--- src/rtl/convolution_3x3.sv ---
// rtl/convolution_3x3.sv - pipelined 3x3 convolution with built-in kernel table
// Window -> multiply -> accumulate -> normalise/clamp, valid and coordinates ride alongside.

module kernels #(
  parameter int K_SELECT = 0
) (
  input  logic                 clk_in,
  input  logic                 rst_in,
  output logic [2:0][2:0][7:0] coeffs,
  output logic [3:0]           shift
);
  logic [2:0][2:0][7:0] coeffs_d, coeffs_q;
  logic [3:0]           shift_d, shift_q;

  // Concatenation order is [2][2],[2][1],[2][0],[1][2],... ; c=0 is the oldest column.
  always_comb begin
    coeffs_d = '0;
    shift_d  = '0;
    case (K_SELECT)
      1: begin
        coeffs_d = {8'h01, 8'h02, 8'h01, 8'h02, 8'h04, 8'h02, 8'h01, 8'h02, 8'h01};
        shift_d  = 4'd4;
      end
      2: coeffs_d = {8'h00, 8'hFF, 8'h00, 8'hFF, 8'h05, 8'hFF, 8'h00, 8'hFF, 8'h00};
      3: coeffs_d = {8'hFF, 8'hFF, 8'hFF, 8'hFF, 8'h08, 8'hFF, 8'hFF, 8'hFF, 8'hFF};
      4: coeffs_d = {8'hFF, 8'h00, 8'h01, 8'hFE, 8'h00, 8'h02, 8'hFF, 8'h00, 8'h01};
      5: coeffs_d = {8'hFF, 8'hFE, 8'hFF, 8'h00, 8'h00, 8'h00, 8'h01, 8'h02, 8'h01};
      default: coeffs_d[1][1] = 8'h01;
    endcase
  end

  always_ff @(posedge clk_in) begin
    if (rst_in) begin
      coeffs_q <= '0;
      shift_q  <= '0;
    end else begin
      coeffs_q <= coeffs_d;
      shift_q  <= shift_d;
    end
  end

  assign coeffs = coeffs_q;
  assign shift  = shift_q;
endmodule

module convolution_3x3 #(
  parameter int K_SELECT = 0,
  parameter int HCOUNT_W = 11,
  parameter int VCOUNT_W = 10
) (
  input  logic                clk_in,
  input  logic                rst_in,
  input  logic                data_valid_in,
  input  logic [2:0][7:0]     line_buffer_in,
  input  logic [HCOUNT_W-1:0] hcount_in,
  input  logic [VCOUNT_W-1:0] vcount_in,
  output logic                data_valid_out,
  output logic [7:0]          line_out,
  output logic [HCOUNT_W-1:0] hcount_out,
  output logic [VCOUNT_W-1:0] vcount_out
);
  logic [2:0][2:0][7:0] coeffs;
  logic [3:0]           shift;

  kernels #(.K_SELECT(K_SELECT)) u_kernels (
    .clk_in (clk_in),
    .rst_in (rst_in),
    .coeffs (coeffs),
    .shift  (shift)
  );

  logic [2:0][2:0][7:0]  win_d, win_q;
  logic [HCOUNT_W-1:0]   hprev_d, hprev_q;
  logic                  v0_d, v0_q, v1_d, v1_q, v2_d, v2_q, vout_d, vout_q;
  logic [HCOUNT_W-1:0]   hc0_d, hc0_q, hc1_d, hc1_q, hc2_d, hc2_q, hco_d, hco_q;
  logic [VCOUNT_W-1:0]   vc0_d, vc0_q, vc1_d, vc1_q, vc2_d, vc2_q, vco_d, vco_q;
  logic [2:0][2:0][16:0] prod_d, prod_q;
  logic signed [20:0]    sum_d, sum_q, acc, shifted;
  logic [7:0]            clamped, line_d, line_q;

  function automatic logic [16:0] mul(input logic [7:0] s, input logic [7:0] k);
    logic signed [16:0] a, b;
    a = $signed({9'b0, s});
    b = $signed({{9{k[7]}}, k});
    mul = a * b;
  endfunction

  always_comb begin
    win_d   = win_q;
    hprev_d = hprev_q;
    hc0_d   = hc0_q;
    vc0_d   = vc0_q;
    v0_d    = data_valid_in;
    if (data_valid_in) begin
      for (int r = 0; r < 3; r++) begin
        win_d[r][0] = win_q[r][1];
        win_d[r][1] = win_q[r][2];
        win_d[r][2] = line_buffer_in[r];
      end
      // Centre column is the previous valid one, so its hcount is the delayed value.
      hprev_d = hcount_in;
      hc0_d   = hprev_q;
      vc0_d   = vcount_in;
    end

    prod_d = prod_q;
    hc1_d  = hc1_q;
    vc1_d  = vc1_q;
    v1_d   = v0_q;
    if (v0_q) begin
      for (int r = 0; r < 3; r++)
        for (int c = 0; c < 3; c++)
          prod_d[r][c] = mul(win_q[r][c], coeffs[r][c]);
      hc1_d = hc0_q;
      vc1_d = vc0_q;
    end

    acc = '0;
    for (int r = 0; r < 3; r++)
      for (int c = 0; c < 3; c++)
        acc = acc + $signed({{4{prod_q[r][c][16]}}, prod_q[r][c]});
    sum_d = v1_q ? acc : sum_q;
    hc2_d = v1_q ? hc1_q : hc2_q;
    vc2_d = v1_q ? vc1_q : vc2_q;
    v2_d  = v1_q;

    shifted = sum_q >>> shift;
    if (shifted[20])
      clamped = 8'h00;
    else if (shifted > 21'sd255)
      clamped = 8'hFF;
    else
      clamped = shifted[7:0];
    line_d = v2_q ? clamped : line_q;
    hco_d  = v2_q ? hc2_q : hco_q;
    vco_d  = v2_q ? vc2_q : vco_q;
    vout_d = v2_q;
  end

  always_ff @(posedge clk_in) begin
    if (rst_in) begin
      win_q   <= '0;
      hprev_q <= '0;
      v0_q    <= 1'b0;
      hc0_q   <= '0;
      vc0_q   <= '0;
      prod_q  <= '0;
      v1_q    <= 1'b0;
      hc1_q   <= '0;
      vc1_q   <= '0;
      sum_q   <= '0;
      v2_q    <= 1'b0;
      hc2_q   <= '0;
      vc2_q   <= '0;
      line_q  <= '0;
      vout_q  <= 1'b0;
      hco_q   <= '0;
      vco_q   <= '0;
    end else begin
      win_q   <= win_d;
      hprev_q <= hprev_d;
      v0_q    <= v0_d;
      hc0_q   <= hc0_d;
      vc0_q   <= vc0_d;
      prod_q  <= prod_d;
      v1_q    <= v1_d;
      hc1_q   <= hc1_d;
      vc1_q   <= vc1_d;
      sum_q   <= sum_d;
      v2_q    <= v2_d;
      hc2_q   <= hc2_d;
      vc2_q   <= vc2_d;
      line_q  <= line_d;
      vout_q  <= vout_d;
      hco_q   <= hco_d;
      vco_q   <= vco_d;
    end
  end

  assign data_valid_out = vout_q;
  assign line_out       = line_q;
  assign hcount_out     = hco_q;
  assign vcount_out     = vco_q;
endmodule

--- config.mk ---
export PLATFORM = sky130hd
export DESIGN_NAME = convolution_3x3
export DESIGN_NICKNAME = d
export VERILOG_FILES = /design/src/rtl/convolution_3x3.sv
export SDC_FILE = /design/constraint.sdc
export NUM_CORES = 1
export LEC_CHECK = 0
export BUFFER_PORTS_ARGS = -buffer_cell sky130_fd_sc_hd__buf_2
export CAP_MARGIN = 0
export CORE_ASPECT_RATIO = 0.6
export CORE_UTILIZATION = 50
export CTS_BUF_LIST = sky130_fd_sc_hd__clkbuf_4 sky130_fd_sc_hd__clkbuf_8 sky130_fd_sc_hd__clkbuf_16
export CTS_CLUSTER_SIZE = 25
export DETAILED_ROUTE_END_ITERATION = 12
export HOLD_SLACK_MARGIN = 0.15
export PLACE_DENSITY = 0.74
export SLEW_MARGIN = 20
export SYNTH_ARGS = -nofsm -noshare
export SYNTH_HDL_FRONTEND = slang
export SYNTH_SLANG_ARGS = --single-unit
--- constraint.sdc ---
create_clock -name clk_in -period 0.9 [get_ports clk_in]
set_input_delay 0.135 -clock clk_in [delete_from_list [all_inputs] [get_ports clk_in]]
set_output_delay 0.135 -clock clk_in [all_outputs]
set_load 0.01 [all_outputs]
==> results of run 1 <==
[final timing paths]
path	startpoint	end	depth (start not counted)
min reg2reg	win_q[38]	prod_q[74]	2
max	v0_q	hc1_q[7]	3
max reg2reg	v0_q	hc1_q[7]	3
min	rst_in	v1_q	3
[what timing repair did]
item,in CTS,in global routing
cloned,2,5
setup buffers,6,4
setup endpoints to repair,98,115
pin swaps,0,12
hold buffers,29,0
resized for setup,67,27
hold endpoints to repair,29,0
[per-stage QoR]
step / hold slack [ps] / instance area, um^2 / total power (W)
4_1_cts: 155 / 6740 / 0.0144
2_1_floorplan: 282 / 5010 / 0.00704
6_report: 180 / 7010 / 0.0144
3_3_place_gp: 370 / 5470 / 0.00723
3_5_place_dp: 376 / 5470 / 0.00725
5_1_grt: 172 / 7010 / 0.0149
[layout make-up]
class	count	area, um^2
flip-flops and latches	140	2850
clock buffers	20	460
diodes	1	2.50
multi-input cells	282	2010
clock inverters	12	145
repair buffers	124	1370
well taps	130	163
fillers	619	2390
inverters	1	3.75
[cells in the final DEF (no fill, tap or decap), types with 3 or more instances in the layout]
cell type	count
nor2_1	127
mux2i_1	120
dfxtp_1	107
buf_2	31
dfxtp_2	30
dlygate4sd3_1	29
buf_6	29
clkbuf_16	22
buf_12	15
buf_4	11
mux2i_2	7
nand2b_4	6
a21oi_2	6
clkinv_2	6
nand3_1	5
nand3_2	3
nor2b_1	3
bufinv_16	3
dfxtp_4	3
[cell families (layout without fill, tap and decap cells)]
family / after synthesis / count (layout)
flops: 140 / 140
mux: 127 / 127
simple gates: 147 / 147
compound gates: 8 / 8
buf+inv: 36 / 157
other cells: 0 / 1
[worst reg2reg max path, delay by kind of cell (launching register included)]
family,cells,cell delay (ps)
flip-flops,1,470
multiplexers,1,210
buffers and inverters,1,200
AND/OR/NAND/NOR,1,60
[report_power, final]
group | internal (W) | total (W) | switching (W)
clock | 0.00451 | 0.00708 | 0.00258
sequential | 0.00633 | 0.00644 | 0.000104
combinational | 0.000518 | 0.000908 | 0.000390
total | 0.0114 | 0.0144 | 0.00307
[state kept, by name, summed over array words and instances (netlist names)]
register          count
win_q                16
hc0_q                11
hc1_q                11
hc2_q                11
hcount_out           11
hprev_q              11
vc0_q                10
vc1_q                10
vc2_q                10
vcount_out           10
line_out              8
prod_q                8
sum_q                 8
data_valid_out        1
u_kernels.coeffs      1
v0_q                  1
v1_q                  1
v2_q                  1
[layer usage]
metal | GRT usage [%] | part of all wire (%) | vias to the layer above
li1 | - | - | 1738
met1 | 25.0 | 45 | 1666
met5 | 0 | 0 | -
met2 | 34.8 | 49 | 64
met3 | 7.88 | 4.8 | 17
met4 | 8.28 | 1.5 | 0
==> flow_metrics.env, run 1 <==
export IMPL_syn_area_um2=4960
export IMPL_port_buffers=61
export IMPL_synth_top_family_by_area="multiplexers"
export IMPL_die_width_um=131
export IMPL_synthSimpleGateAreaFrac_pct=11.9
export IMPL_p_leak_nw=2.90
export IMPL_syn_num_nets=506
export IMPL_antenna_found_initial=1
export IMPL_max_freq_mhz=953
export IMPL_ys_ff_latch=140
export IMPL_crit_chain="clkbuf_16 > mux2i_1 > nor2_1"
export IMPL_htree_levels=4
export IMPL_critical_path_max_stage_delay_ps=470
export IMPL_root_buffer="clkbuf_16"
export IMPL_clockBufferDepth=2
export IMPL_track_usage_pct=21.1
export IMPL_firstDrtPassIters=4
export IMPL_grt_start_max_net_pins=37
export IMPL_ys_seq_area_share_pct=56.5
export IMPL_yosysTopAreaCell="dfxtp_1"
export IMPL_synth_top_area_share_pct=56.5
export IMPL_avgViaCountPerCell=4.91
export IMPL_clk_pin_slew_ps=50
export IMPL_synth_area_leaders="dfxtp_1 (56%), mux2i_1 (26%), nor2_1 (9.6%)"
export IMPL_core_um2=9390
export IMPL_violations="setup timing"
export IMPL_timing_setup_tns_ps=-8830
export IMPL_ys_warnings_count=0
export IMPL_gp_congestion=0.737
export IMPL_worst_pin_slew_ps=249
export IMPL_r2r_slack_ps=-150
export IMPL_cts_tree="built"
export IMPL_synthArstFlopShare_pct=0
export IMPL_peakVddDrop_v=0.00157
export IMPL_holdCritPathClass="in -> reg"
export IMPL_critPathSlowestCell="dfxtp_4"
export IMPL_grt_pass1_vias=3357
export IMPL_drt_total_wl_um=10900
export IMPL_route_detailed_drc=0
export IMPL_status="finished with violations"
export IMPL_crit_required_ps=1210
export IMPL_hpwl_um=5860
export IMPL_placed_cells=631
export IMPL_initial_core_util_pct=52.8
export IMPL_via_count=3485
export IMPL_clk_latency_ps=420
export IMPL_slew_headroom_pct=83.4
export IMPL_cpLargestDelayFamily="flip-flops"
export IMPL_period_needed_ps=1050
export IMPL_synth_most_common_cell="dfxtp_1"
export IMPL_final_util_pct=74.6
export IMPL_synth_cells=458
export IMPL_final_antenna_net_count=0
export IMPL_synth_edf_count=0
export IMPL_cp_max_fo=6
export IMPL_synthAdderAreaFrac_pct=0
export IMPL_skew_ps=6.57
export IMPL_stdcell_count=710
export IMPL_io_pins=78
export IMPL_powerDensity_nw_per_um2=2060
export IMPL_grt_pass1_wl_um=16300
export IMPL_syn_area_per_cell_um2=10.8
export IMPL_arrival_ps=1360
export IMPL_clock_sinks=140
export IMPL_synthXorXnorAreaFrac_pct=0
export IMPL_routedWlPerCell_um=15.4
export IMPL_synth_distinct_cells=14
export IMPL_cp_start_kind="flop"
export IMPL_nets=614
export IMPL_hold_viol=0
export IMPL_dp_slack_ps=-70.1
export IMPL_die_area_um2=10300
export IMPL_row_count=27
export IMPL_layout_drive_gt1_share_pct=31.6
export IMPL_path_buf_inv=1
export IMPL_layout_setup_ws_ps=-149
export IMPL_grt_overflow_total=0
export IMPL_synthMuxAreaShare_pct=25.6
export IMPL_rsz0062_at_grt="true"
export IMPL_area_delta_synth_final_pct=41.2
export IMPL_synthFlopType="dfxtp_1"
export IMPL_fp_dieH_um=79.2
export IMPL_final_max_slew_viol_count=0
export IMPL_cts_buffers=17
export IMPL_drt_iter0_drc=178
export IMPL_synth_common_cells="dfxtp_1 (140), mux2i_1 (127), nor2_1 (127)"
export IMPL_finalCritPeriodShare_pct=117
export IMPL_cp_end_kind="flop"
export IMPL_critPathKind="reg -> reg"
export IMPL_finalSetupViolations=114
export IMPL_synth_compound_area_share_pct=0.807
export IMPL_drv_cap=0
Power figures use the tool's default switching activity.
==> run 2, diff against run 1 <==
==> constraint.sdc (replaced) <==
create_clock -name clk_in -period 0.9 [get_ports clk_in]
set_input_delay 0.135 -clock clk_in [delete_from_list [all_inputs] [get_ports clk_in]]
set_output_delay 0.135 -clock clk_in [all_outputs]
set_load 0.02 [all_outputs]
==> run 2 against run 1 <==
Effect of this change: the run still ends with setup timing left; final cell count increased by 0.28%; highest routed layer unchanged; sequential power about the same; first-iteration DRC count decreased by 15%; die area unchanged; clock power increased by 0.7%; hold slack got worse by 0.93 ps; critical endpoint is now hc2_q[9]; power increased by 0.30%.
==> flow_metrics.env, run 2 (same netlist as run 1, synthesis figures left out) <==
export IMPL_status="finished with violations"
export IMPL_violations="setup timing"
export IMPL_final_common_cell="nor2_1"
export IMPL_track_usage_pct=22.0
export IMPL_cp_end_kind="flop"
export IMPL_cts_buffers=17
export IMPL_clk_pin_slew_ps=60
export IMPL_cts_tree="built"
export IMPL_layout_common_cells="nor2_1 (127), mux2i_1 (122), dfxtp_1 (106)"
export IMPL_final_max_slew_viol_count=0
export IMPL_gp_congestion=0.737
export IMPL_fp_dieH_um=79.2
export IMPL_clk_latency_ps=420
export IMPL_layout_setup_ws_ps=-157
export IMPL_dp_slack_ps=-70.1
export IMPL_critPathKind="reg -> reg"
export IMPL_route_detailed_drc=0
export IMPL_p_leak_nw=2.90
export IMPL_htree_levels=4
export IMPL_hpwl_um=5860
export IMPL_clockBufferDepth=2
export IMPL_worst_pin_slew_ps=200
export IMPL_die_width_um=131
export IMPL_finalSetupViolations=109
export IMPL_clock_sinks=140
export IMPL_grt_pass1_vias=3475
export IMPL_antenna_found_initial=1
export IMPL_firstDrtPassIters=4
export IMPL_port_buffers=61
export IMPL_arrival_ps=1370
export IMPL_hold_viol=0
export IMPL_critical_path_max_stage_delay_ps=400
export IMPL_grt_start_max_net_pins=37
export IMPL_r2r_start="v1_q"
export IMPL_cp_start_kind="flop"
export IMPL_finalCritPeriodShare_pct=117
export IMPL_final_antenna_net_count=0
export IMPL_cp_max_fo=5
export IMPL_slew_headroom_pct=86.3
export IMPL_drv_cap=0
export IMPL_root_buffer="clkbuf_16"
export IMPL_via_count=3475
export IMPL_crit_required_ps=1210
export IMPL_initial_core_util_pct=52.8
export IMPL_skew_ps=9.32
export IMPL_rsz0062_at_grt="true"
export IMPL_cp_startpoint="v1_q"
export IMPL_avgViaCountPerCell=4.88
export IMPL_hold_start="rst_in"
export IMPL_drt_total_wl_um=10800
export IMPL_period_needed_ps=1060
export IMPL_top_register="win_q"
export IMPL_io_pins=78
export IMPL_grt_pass1_wl_um=16900
export IMPL_layout_drive_gt1_share_pct=30.8
export IMPL_die_area_um2=10300
export IMPL_row_count=27
export IMPL_nets=616
export IMPL_peakVddDrop_v=0.00157
export IMPL_grt_overflow_total=0
export IMPL_core_um2=9390
export IMPL_holdPathStages=3
export IMPL_routedWlPerCell_um=15.2
export IMPL_powerDensity_nw_per_um2=2070
export IMPL_crit_chain="buf_12 > clkbuf_16 > mux2i_1 > nor2_1"
export IMPL_max_freq_mhz=946
export IMPL_timing_setup_tns_ps=-8300
export IMPL_critPathSlowestCell="dfxtp_4"
export IMPL_largest_register_ffs=16
export IMPL_reg2reg_depth=4
export IMPL_drt_iter0_drc=151
export IMPL_area_delta_synth_final_pct=41.0
export IMPL_holdCritPathClass="in -> reg"
run 2: final cells by class:
cell class	count	area [um^2]
inverter	1	3.75
timing repair buffer	126	1380
clock inverter	12	145
antenna	1	2.50
sequential	140	2850
tap	130	163
fill	618	2400
multi-input combinational	282	1990
clock buffer	20	460
run 2: stage by stage:
| step | std cells | utilization [%] | hold WS [ps] | power [W] | cell area (um^2) |
|---|---|---|---|---|---|
| floorplan | 458 | - | 282 | 0.00704 | 5010 |
| global placement | 631 | 58.3 | 370 | 0.00723 | 5470 |
| detailed placement | 631 | 58.3 | 376 | 0.00725 | 5470 |
| CTS | 705 | 73.2 | 156 | 0.0145 | 6870 |
| global route | 712 | 74.5 | 175 | 0.0149 | 6990 |
| finish | 712 | 74.5 | 180 | 0.0145 | 6990 |
run 2: repair_timing:
| item | in CTS | in global routing |
|---|---|---|
| pin swaps | 1 | 10 |
| hold buffers | 29 | 0 |
| gates cloned | 5 | 1 |
| buffers inserted | 8 | 10 |
| endpoints found under the setup margin | 98 | 117 |
| gates resized for setup | 103 | 28 |
| hold endpoints to repair | 29 | 0 |
run 2: path summary, 6_finish.rpt:
check | endpoint | slack [ps]
hold / removal | vc1_q[0] | 180
setup reg to reg | hc2_q[9] | -160
setup / recovery | hc2_q[9] | -160
hold reg to reg | prod_q[75] | 480
run 2: power breakdown:
part           total (W)  internal [W]  switching [W]  leakage, nW
Sequential       0.00643       0.00633      0.0000990         1.15
Clock            0.00713       0.00451        0.00262        0.303
Combinational   0.000913      0.000517       0.000396         1.44
run 2: critical path: cells and delay by family (launching register included):
family                 cells  cell delay [ps]
flip-flops                 1              400
buffers and inverters      2              270
multiplexers               1              200
AND/OR/NAND/NOR            1               70
run 2: routing by layer:
layer | track usage (%) | part of all wire [%]
met5 | 0 | 0
met3 | 7.95 | 4.9
met1 | 26.2 | 46
met4 | 8.62 | 1.6
met2 | 36.2 | 48
